===== config.mk =====
export PLATFORM = sky130hd
export DESIGN_NAME = clock_set_ctrl
export DESIGN_NICKNAME = d
export VERILOG_FILES = /design/src/rtl/clock_pkg.sv /design/src/rtl/clock_set_ctrl_debounce.sv /design/src/rtl/clock_set_ctrl.sv
export SDC_FILE = /design/constraint.sdc
export NUM_CORES = 1
export LEC_CHECK = 0
export CORE_MARGIN = 2
export CORE_UTILIZATION = 50
export DETAILED_ROUTE_END_ITERATION = 10
export HOLD_SLACK_MARGIN = 0.15
export PLACE_DENSITY = 0.73
export SKIP_LAST_GASP = 1
export SLEW_MARGIN = 20
export SYNTH_ARGS = -nofsm -noshare
export SYNTH_HDL_FRONTEND = slang
export SYNTH_SLANG_ARGS = --single-unit

===== constraint.sdc =====
create_clock -name clk -period 2.9 [get_ports clk]
set_clock_uncertainty 0.2 [all_clocks]
set_input_delay 0.58 -clock clk [delete_from_list [all_inputs] [get_ports clk]]
set_output_delay 0.58 -clock clk [all_outputs]
set_load 0.03 [all_outputs]

===== src/rtl/clock_pkg.sv =====
// Shared types and constants for the clock time-set controller.
// Used by clock_set_ctrl (optional auto-repeat via CLOCK_SET_AUTOREPEAT_EN).
package clock_pkg;

    typedef enum logic [1:0] {
        RUN      = 2'd0,
        SET_HOUR = 2'd1,
        SET_MIN  = 2'd2,
        COMMIT   = 2'd3
    } state_t;

    localparam logic [1:0] FIELD_RUN  = 2'd0;
    localparam logic [1:0] FIELD_HOUR = 2'd1;
    localparam logic [1:0] FIELD_MIN  = 2'd2;

    localparam logic [3:0] HOUR_MIN   = 4'd1;
    localparam logic [3:0] HOUR_MAX   = 4'd12;
    localparam logic [5:0] MIN_MAX    = 6'd59;

    // Out-of-range hours fold back to 1 so a corrupted shadow value self-heals.
    function automatic logic [3:0] next_hour(input logic [3:0] hour);
        if ((hour >= HOUR_MAX) || (hour < HOUR_MIN)) begin
            return HOUR_MIN;
        end else begin
            return hour + 4'd1;
        end
    endfunction

    function automatic logic [5:0] next_min(input logic [5:0] minute);
        if (minute >= MIN_MAX) begin
            return 6'd0;
        end else begin
            return minute + 6'd1;
        end
    endfunction

endpackage


===== src/rtl/clock_set_ctrl_debounce.sv =====
// Button conditioning: 2-flop synchroniser, stability counter and rise pulse.
// All state freezes while ena is low; the press pulse is suppressed then.
module btn_debounce #(
    parameter int DEB_CYCLES = 4
) (
    input  logic clk,
    input  logic rst_n,
    input  logic ena,
    input  logic raw,
    output logic level,
    output logic press
);

    localparam logic [7:0] DEB_LAST = 8'(DEB_CYCLES - 1);

    logic       meta_r;
    logic       sync_r;
    logic       level_r;
    logic       press_r;
    logic [7:0] cnt_r;

    // Synchronise, count consecutive differing samples, flip level on the last one.
    always_ff @(posedge clk or negedge rst_n) begin
        if (!rst_n) begin
            meta_r  <= 1'b0;
            sync_r  <= 1'b0;
            level_r <= 1'b0;
            press_r <= 1'b0;
            cnt_r   <= 8'd0;
        end else if (!ena) begin
            press_r <= 1'b0;
        end else begin
            meta_r <= raw;
            sync_r <= meta_r;
            if (sync_r != level_r) begin
                if (cnt_r >= DEB_LAST) begin
                    level_r <= sync_r;
                    press_r <= sync_r;
                    cnt_r   <= 8'd0;
                end else begin
                    press_r <= 1'b0;
                    cnt_r   <= cnt_r + 8'd1;
                end
            end else begin
                press_r <= 1'b0;
                cnt_r   <= 8'd0;
            end
        end
    end

    assign level = level_r;
    assign press = press_r;

endmodule


===== src/rtl/clock_set_ctrl.sv =====
// Time-set controller: button debounce, RUN/SET_HOUR/SET_MIN/COMMIT FSM, shadow registers.
// Define CLOCK_SET_AUTOREPEAT_EN to enable INC auto-repeat while the button is held.
module clock_set_ctrl
    import clock_pkg::*;
#(
    parameter int DEB_CYCLES   = 4,
    parameter int TIMEOUT_SEC  = 30
`ifdef CLOCK_SET_AUTOREPEAT_EN
    ,
    parameter int REPEAT_DELAY = 16,
    parameter int REPEAT_RATE  = 4
`endif
) (
    input  logic       clk,
    input  logic       rst_n,
    input  logic       ena,
    input  logic       btn_mode,
    input  logic       btn_inc,
    input  logic       tick_sec,
    input  logic [3:0] cur_hour,
    input  logic [5:0] cur_min,
    input  logic       cur_pm,
    output logic       run_en,
    output logic       load,
    output logic [3:0] load_hour,
    output logic [5:0] load_min,
    output logic       load_pm,
    output logic [1:0] set_field,
    output logic       blink
);

    localparam logic [7:0] TIMEOUT_LAST = 8'(TIMEOUT_SEC - 1);

    logic mode_level_s, mode_press_s;
    logic inc_level_s, inc_press_s, inc_step_s;
    logic in_set_s;
    logic mode_evt_s, inc_evt_s;
    logic unused_s;

    state_t     state_r, state_n;
    logic [3:0] hour_r, hour_n;
    logic [5:0] min_r, min_n;
    logic       pm_r, pm_n;
    logic       blink_r, blink_n;
    logic [7:0] tcnt_r, tcnt_n;
    logic       run_en_r, load_r;
    logic [1:0] set_field_r;

    btn_debounce #(.DEB_CYCLES(DEB_CYCLES)) u_deb_mode (
        .clk(clk), .rst_n(rst_n), .ena(ena), .raw(btn_mode),
        .level(mode_level_s), .press(mode_press_s)
    );

    btn_debounce #(.DEB_CYCLES(DEB_CYCLES)) u_deb_inc (
        .clk(clk), .rst_n(rst_n), .ena(ena), .raw(btn_inc),
        .level(inc_level_s), .press(inc_press_s)
    );

    assign in_set_s = (state_r == SET_HOUR) || (state_r == SET_MIN);

`ifdef CLOCK_SET_AUTOREPEAT_EN
    localparam logic [7:0] REP_DELAY_V = 8'(REPEAT_DELAY);
    localparam logic [7:0] REP_RATE_V  = 8'(REPEAT_RATE);

    logic [7:0] rep_cnt_r;
    logic       rep_armed_r;
    logic       rep_fire_s;

    // rep_cnt_r counts cycles since the press; first fire after the delay, then every rate.
    assign rep_fire_s = inc_level_s && in_set_s &&
                        (rep_armed_r ? (rep_cnt_r == REP_RATE_V) : (rep_cnt_r == REP_DELAY_V));

    // Auto-repeat pacing counter, cleared whenever INC is released or editing ends.
    always_ff @(posedge clk or negedge rst_n) begin
        if (!rst_n) begin
            rep_cnt_r   <= 8'd0;
            rep_armed_r <= 1'b0;
        end else if (!ena) begin
            rep_cnt_r   <= rep_cnt_r;
        end else if (!inc_level_s || !in_set_s) begin
            rep_cnt_r   <= 8'd0;
            rep_armed_r <= 1'b0;
        end else if (rep_fire_s) begin
            rep_cnt_r   <= 8'd1;
            rep_armed_r <= 1'b1;
        end else begin
            rep_cnt_r   <= rep_cnt_r + 8'd1;
        end
    end

    assign inc_step_s = inc_press_s | rep_fire_s;
`else
    assign inc_step_s = inc_press_s;
`endif

    assign unused_s   = mode_level_s ^ inc_level_s;
    assign mode_evt_s = ena & mode_press_s;
    assign inc_evt_s  = ena & inc_step_s & ~mode_press_s;

    // Next-state and shadow-register update logic.
    always_comb begin
        state_n = state_r;
        hour_n  = hour_r;
        min_n   = min_r;
        pm_n    = pm_r;
        blink_n = blink_r;
        tcnt_n  = tcnt_r;
        if (!ena) begin
            state_n = state_r;
        end else begin
            case (state_r)
                RUN: begin
                    if (mode_evt_s) begin
                        hour_n  = cur_hour;
                        min_n   = cur_min;
                        pm_n    = cur_pm;
                        tcnt_n  = 8'd0;
                        state_n = SET_HOUR;
                    end else begin
                        tcnt_n  = 8'd0;
                    end
                end
                SET_HOUR, SET_MIN: begin
                    if (tick_sec) begin
                        blink_n = ~blink_r;
                    end else begin
                        blink_n = blink_r;
                    end
                    if (mode_evt_s) begin
                        tcnt_n  = 8'd0;
                        state_n = (state_r == SET_HOUR) ? SET_MIN : COMMIT;
                    end else if (inc_evt_s) begin
                        tcnt_n = 8'd0;
                        if (state_r == SET_HOUR) begin
                            hour_n = next_hour(hour_r);
                            pm_n   = (hour_r == 4'd11) ? ~pm_r : pm_r;
                        end else begin
                            min_n  = next_min(min_r);
                        end
                    end else if (tick_sec) begin
                        if (tcnt_r >= TIMEOUT_LAST) begin
                            tcnt_n  = 8'd0;
                            state_n = RUN;
                        end else begin
                            tcnt_n  = tcnt_r + 8'd1;
                        end
                    end else begin
                        tcnt_n = tcnt_r;
                    end
                end
                COMMIT: begin
                    state_n = RUN;
                end
                default: begin
                    state_n = RUN;
                end
            endcase
        end
        // Blink phase is only meaningful while a field is being edited.
        if ((state_n != SET_HOUR) && (state_n != SET_MIN)) begin
            blink_n = 1'b0;
        end else begin
            blink_n = blink_n;
        end
    end

    // State, shadow and registered output update.
    always_ff @(posedge clk or negedge rst_n) begin
        if (!rst_n) begin
            state_r     <= RUN;
            hour_r      <= HOUR_MAX;
            min_r       <= 6'd0;
            pm_r        <= 1'b0;
            blink_r     <= 1'b0;
            tcnt_r      <= 8'd0;
            run_en_r    <= 1'b1;
            load_r      <= 1'b0;
            set_field_r <= FIELD_RUN;
        end else begin
            state_r  <= state_n;
            hour_r   <= hour_n;
            min_r    <= min_n;
            pm_r     <= pm_n;
            blink_r  <= blink_n;
            tcnt_r   <= tcnt_n;
            run_en_r <= (state_n == RUN);
            load_r   <= ena && (state_n == COMMIT) && (state_r != COMMIT);
            case (state_n)
                SET_HOUR: set_field_r <= FIELD_HOUR;
                SET_MIN:  set_field_r <= FIELD_MIN;
                default:  set_field_r <= FIELD_RUN;
            endcase
        end
    end

    assign run_en    = run_en_r;
    assign load      = load_r;
    assign load_hour = hour_r;
    assign load_min  = min_r;
    assign load_pm   = pm_r;
    assign set_field = set_field_r;
    assign blink     = blink_r;

endmodule


==> impl_metrics.env <==
export IMPL_max_slew_margin_pct=69.28
export IMPL_netlist_area_mm2=0.002720
export IMPL_synth_top_area_share_pct=43.24
export IMPL_num_vias=2017
export IMPL_insertion_delay_ns=0.30
export IMPL_muxShareOfSynthArea_pct=4.232
export IMPL_hp_start="u_deb_inc.level$_DFFE_PN0P_"
export IMPL_grt_max_degree=51
export IMPL_rows=26
export IMPL_cap_violations=0
export IMPL_holdPathEnd="u_deb_inc.press$_DFF_PN0_"
export IMPL_wirelength_mm=5.055
export IMPL_num_antenna_cells=0
export IMPL_pre_cts_ws_ns=0.1765
export IMPL_async_flop_share_pct=100.0
export IMPL_postLayoutCellArea_mm2=0.003267
export IMPL_viasPerCell=5.496
export IMPL_timing_rr_end="load_min[0]$_DFFE_PN0P_"
export IMPL_ff2ff_path_depth=6
export IMPL_synth_adder_area_share_pct=6.440
export IMPL_final_cell_mix="dfrtp_1 (47), clkdlybuf4s50_1 (31), nand2_1 (21)"
export IMPL_slew_violations=0
export IMPL_synthXorXnorAreaFrac_pct=2.254
export IMPL_chipWidth_um=77.76
export IMPL_synth_area_per_cell_um2=10.63
export IMPL_hold_class="flip-flop to flip-flop"
export IMPL_min_path_cells=1
export IMPL_fin_crit_sh_pct=86.02
export IMPL_cts_tree="built"
export IMPL_die_area_mm2=0.006046
export IMPL_synth_area_leaders="dfrtp_1 (43%), ha_1 (6.4%), dfstp_2 (2.9%)"
export IMPL_yosys_warnings=0
export IMPL_fmax_ghz=0.4009
export IMPL_end_kind="flip-flop"
export IMPL_area_growth_syn_to_layout_pct=20.10
export IMPL_r2r_start="state_r[0]$_DFF_PN0_"
export IMPL_synth_flop_cell="dfrtp_1"
export IMPL_final_common_cell="dfrtp_1"
export IMPL_clock_sinks=50
export IMPL_worstSetupStartpointType="flip-flop"
export IMPL_route_detailed_drc=0
export IMPL_grt_ovfl_total=0
export IMPL_numCtsBuffers=5
export IMPL_p_total_uw=2689
export IMPL_critPathArrivalTime_ns=2.48
export IMPL_drt_pre_antenna_iters=4
export IMPL_yosysTopAreaCell="dfrtp_1"
export IMPL_cts_setup_buffers=0
export IMPL_final_fill_count=411
export IMPL_tightest_slew_ns=0.4566
export IMPL_grt_pass1_wl_mm=8.804
export IMPL_tns_ns=0
export IMPL_ant_nets=0
export IMPL_power_density_mw_per_mm2=823.0
export IMPL_drive_gt1_share_pct=12.79
export IMPL_io_buffers=32
export IMPL_yosysUniqueCellTypes=63
export IMPL_seqCellArea_mm2=0.001255
export IMPL_fp_coreArea_mm2=0.005172
export IMPL_synth_top_family_by_area="compound AO/OA/AOI/OAI gates"
export IMPL_path_class="flip-flop to flip-flop"
export IMPL_clockBufferDepth=2
export IMPL_syn_inst=256
export IMPL_ir_worst_vdd_mv=0.3726
export IMPL_multi_input_area_mm2=0.001386
export IMPL_hpwl_mm=3.713
export IMPL_ys_seq_area_share_pct=46.14
export IMPL_first_iter_violations=106
export IMPL_startpoint="state_r[0]$_DFF_PN0_"
export IMPL_ioPinCount=33
export IMPL_reg2reg_slack_ns=0.41
export IMPL_place_area_mm2=0.003158
export IMPL_setup_slack_ns=0.4053
export IMPL_cts_clk_slew_worst_paths_ns=0.09
export IMPL_cp_required_ns=2.89
export IMPL_setup_viol=0
export IMPL_start_util_pct=52.59
export IMPL_status="completed"
export IMPL_cts_root_buf="clkbuf_8"
export IMPL_synth_edf_count=0
export IMPL_p_leak_uw=0.001439
export IMPL_crit_fanout=8
export IMPL_htreeDepth=2
export IMPL_globalplace_congestion=0.8043
export IMPL_syn_nets=287
export IMPL_die_h_um=77.76
export IMPL_grt_pass1_vias=1911
export IMPL_nets=327
export IMPL_wl_per_cell_um=13.77
export IMPL_synth_simple_area_share_pct=17.89
export IMPL_antenna_found_initial=0
export IMPL_ys_seq_elements=50
export IMPL_hold_violations=0
export IMPL_grt_setup_unrepaired="false"
export IMPL_min_period_ns=2.495
export IMPL_synth_compound_area_share_pct=20.15
export IMPL_track_usage_pct=18.00
## layout make-up
class	instances	share of cell area, %
Tap cell	70	2.681
Clock buffer	6	2.528
Sequential cell	50	38.41
Inverter	13	1.494
Multi-Input combinational cell	186	42.44
Clock inverter	2	0.4979
Timing Repair Buffer	40	11.95
## critical path, cell delays in order, from the launching register on
cell and delay, ns:
dfrtp_1 0.48, inv_1 0.10, ha_1 0.46, nand2b_1 0.19, o31ai_4 0.41, nand2_1 0.21
mux2_1 0.34
## through the flow
step / util [%] / std cells / hold slack (ns)
4_1_cts: 63.16 / 367 / 0.2719
5_1_grt: 63.16 / 367 / 0.2940
6_report: 63.16 / 367 / 0.2731
3_5_place_dp: 61.05 / 358 / 0.2645
2_1_floorplan: - / 256 / 0.08441
3_3_place_gp: 61.05 / 358 / 0.2582
## logic make-up after synthesis
logic type,Yosys count
and+or+nand+nor,87
AOI/OAI and AO/OA,68
DFF,50
buffers and inverters,20
adders and majority gates,14
muxes,10
xor gates and xnor gates,7
## power by group
| part | switching (uW) | internal, uW |
|---|---|---|
| logic | 684 | 558 |
| clock network | 229 | 197 |
| registers | 161 | 859 |
## registers in the layout, indices dropped and copies added, names as in the netlist, 2 cells and up
register and count:
u_deb_inc.cnt_r 8, load_hour 4, state_r 2, tcnt_r 8
u_deb_mode.cnt_r 8, set_field 2, load_min 6
## metal layers
metal	vias to the layer above	GRT usage (%)	part of all wire [%]	wire length, um
li1	1026	-	-	-
met5	-	0	0	0
met4	0	4.821	0.49	25
met2	31	27.84	45	2291
met1	958	25.88	51	2588
met3	2	3.605	3.0	150
## synthesized netlist by cell type, types with 4 or more instances
master     instances
nor2_1            14
a31oi_1            8
o21ai_0            7
dfrtp_1           47
o2bb2ai_1          8
nand2_1           21
xnor2_1            4
and3_1             4
inv_1             11
nand2b_1           6
a21oi_1           10
nor2b_1            7
mux2_2             7
nor3_1             5
ha_1              14
a22o_1             4
nand3_1           10
## worst max path at each step
| stage | to | cells after the start |
|---|---|---|
| 3_5_place_dp | blink$_DFFE_PN0P_ | 7 |
| 6_report | load_min[0]$_DFFE_PN0P_ | 6 |
| 2_1_floorplan | blink$_DFFE_PN0P_ | 8 |
| 3_3_place_gp | blink$_DFFE_PN0P_ | 7 |
| 5_1_grt | load_min[0]$_DFFE_PN0P_ | 6 |
| 4_1_cts | load_min[0]$_DFFE_PN0P_ | 6 |
## timing repair
item	4_1_cts	5_1_grt
resized for setup	0	0
hold endpoints to repair	47	0
hold buffers	1	0
No activity file was read; power rests on OpenSTA's default activity.
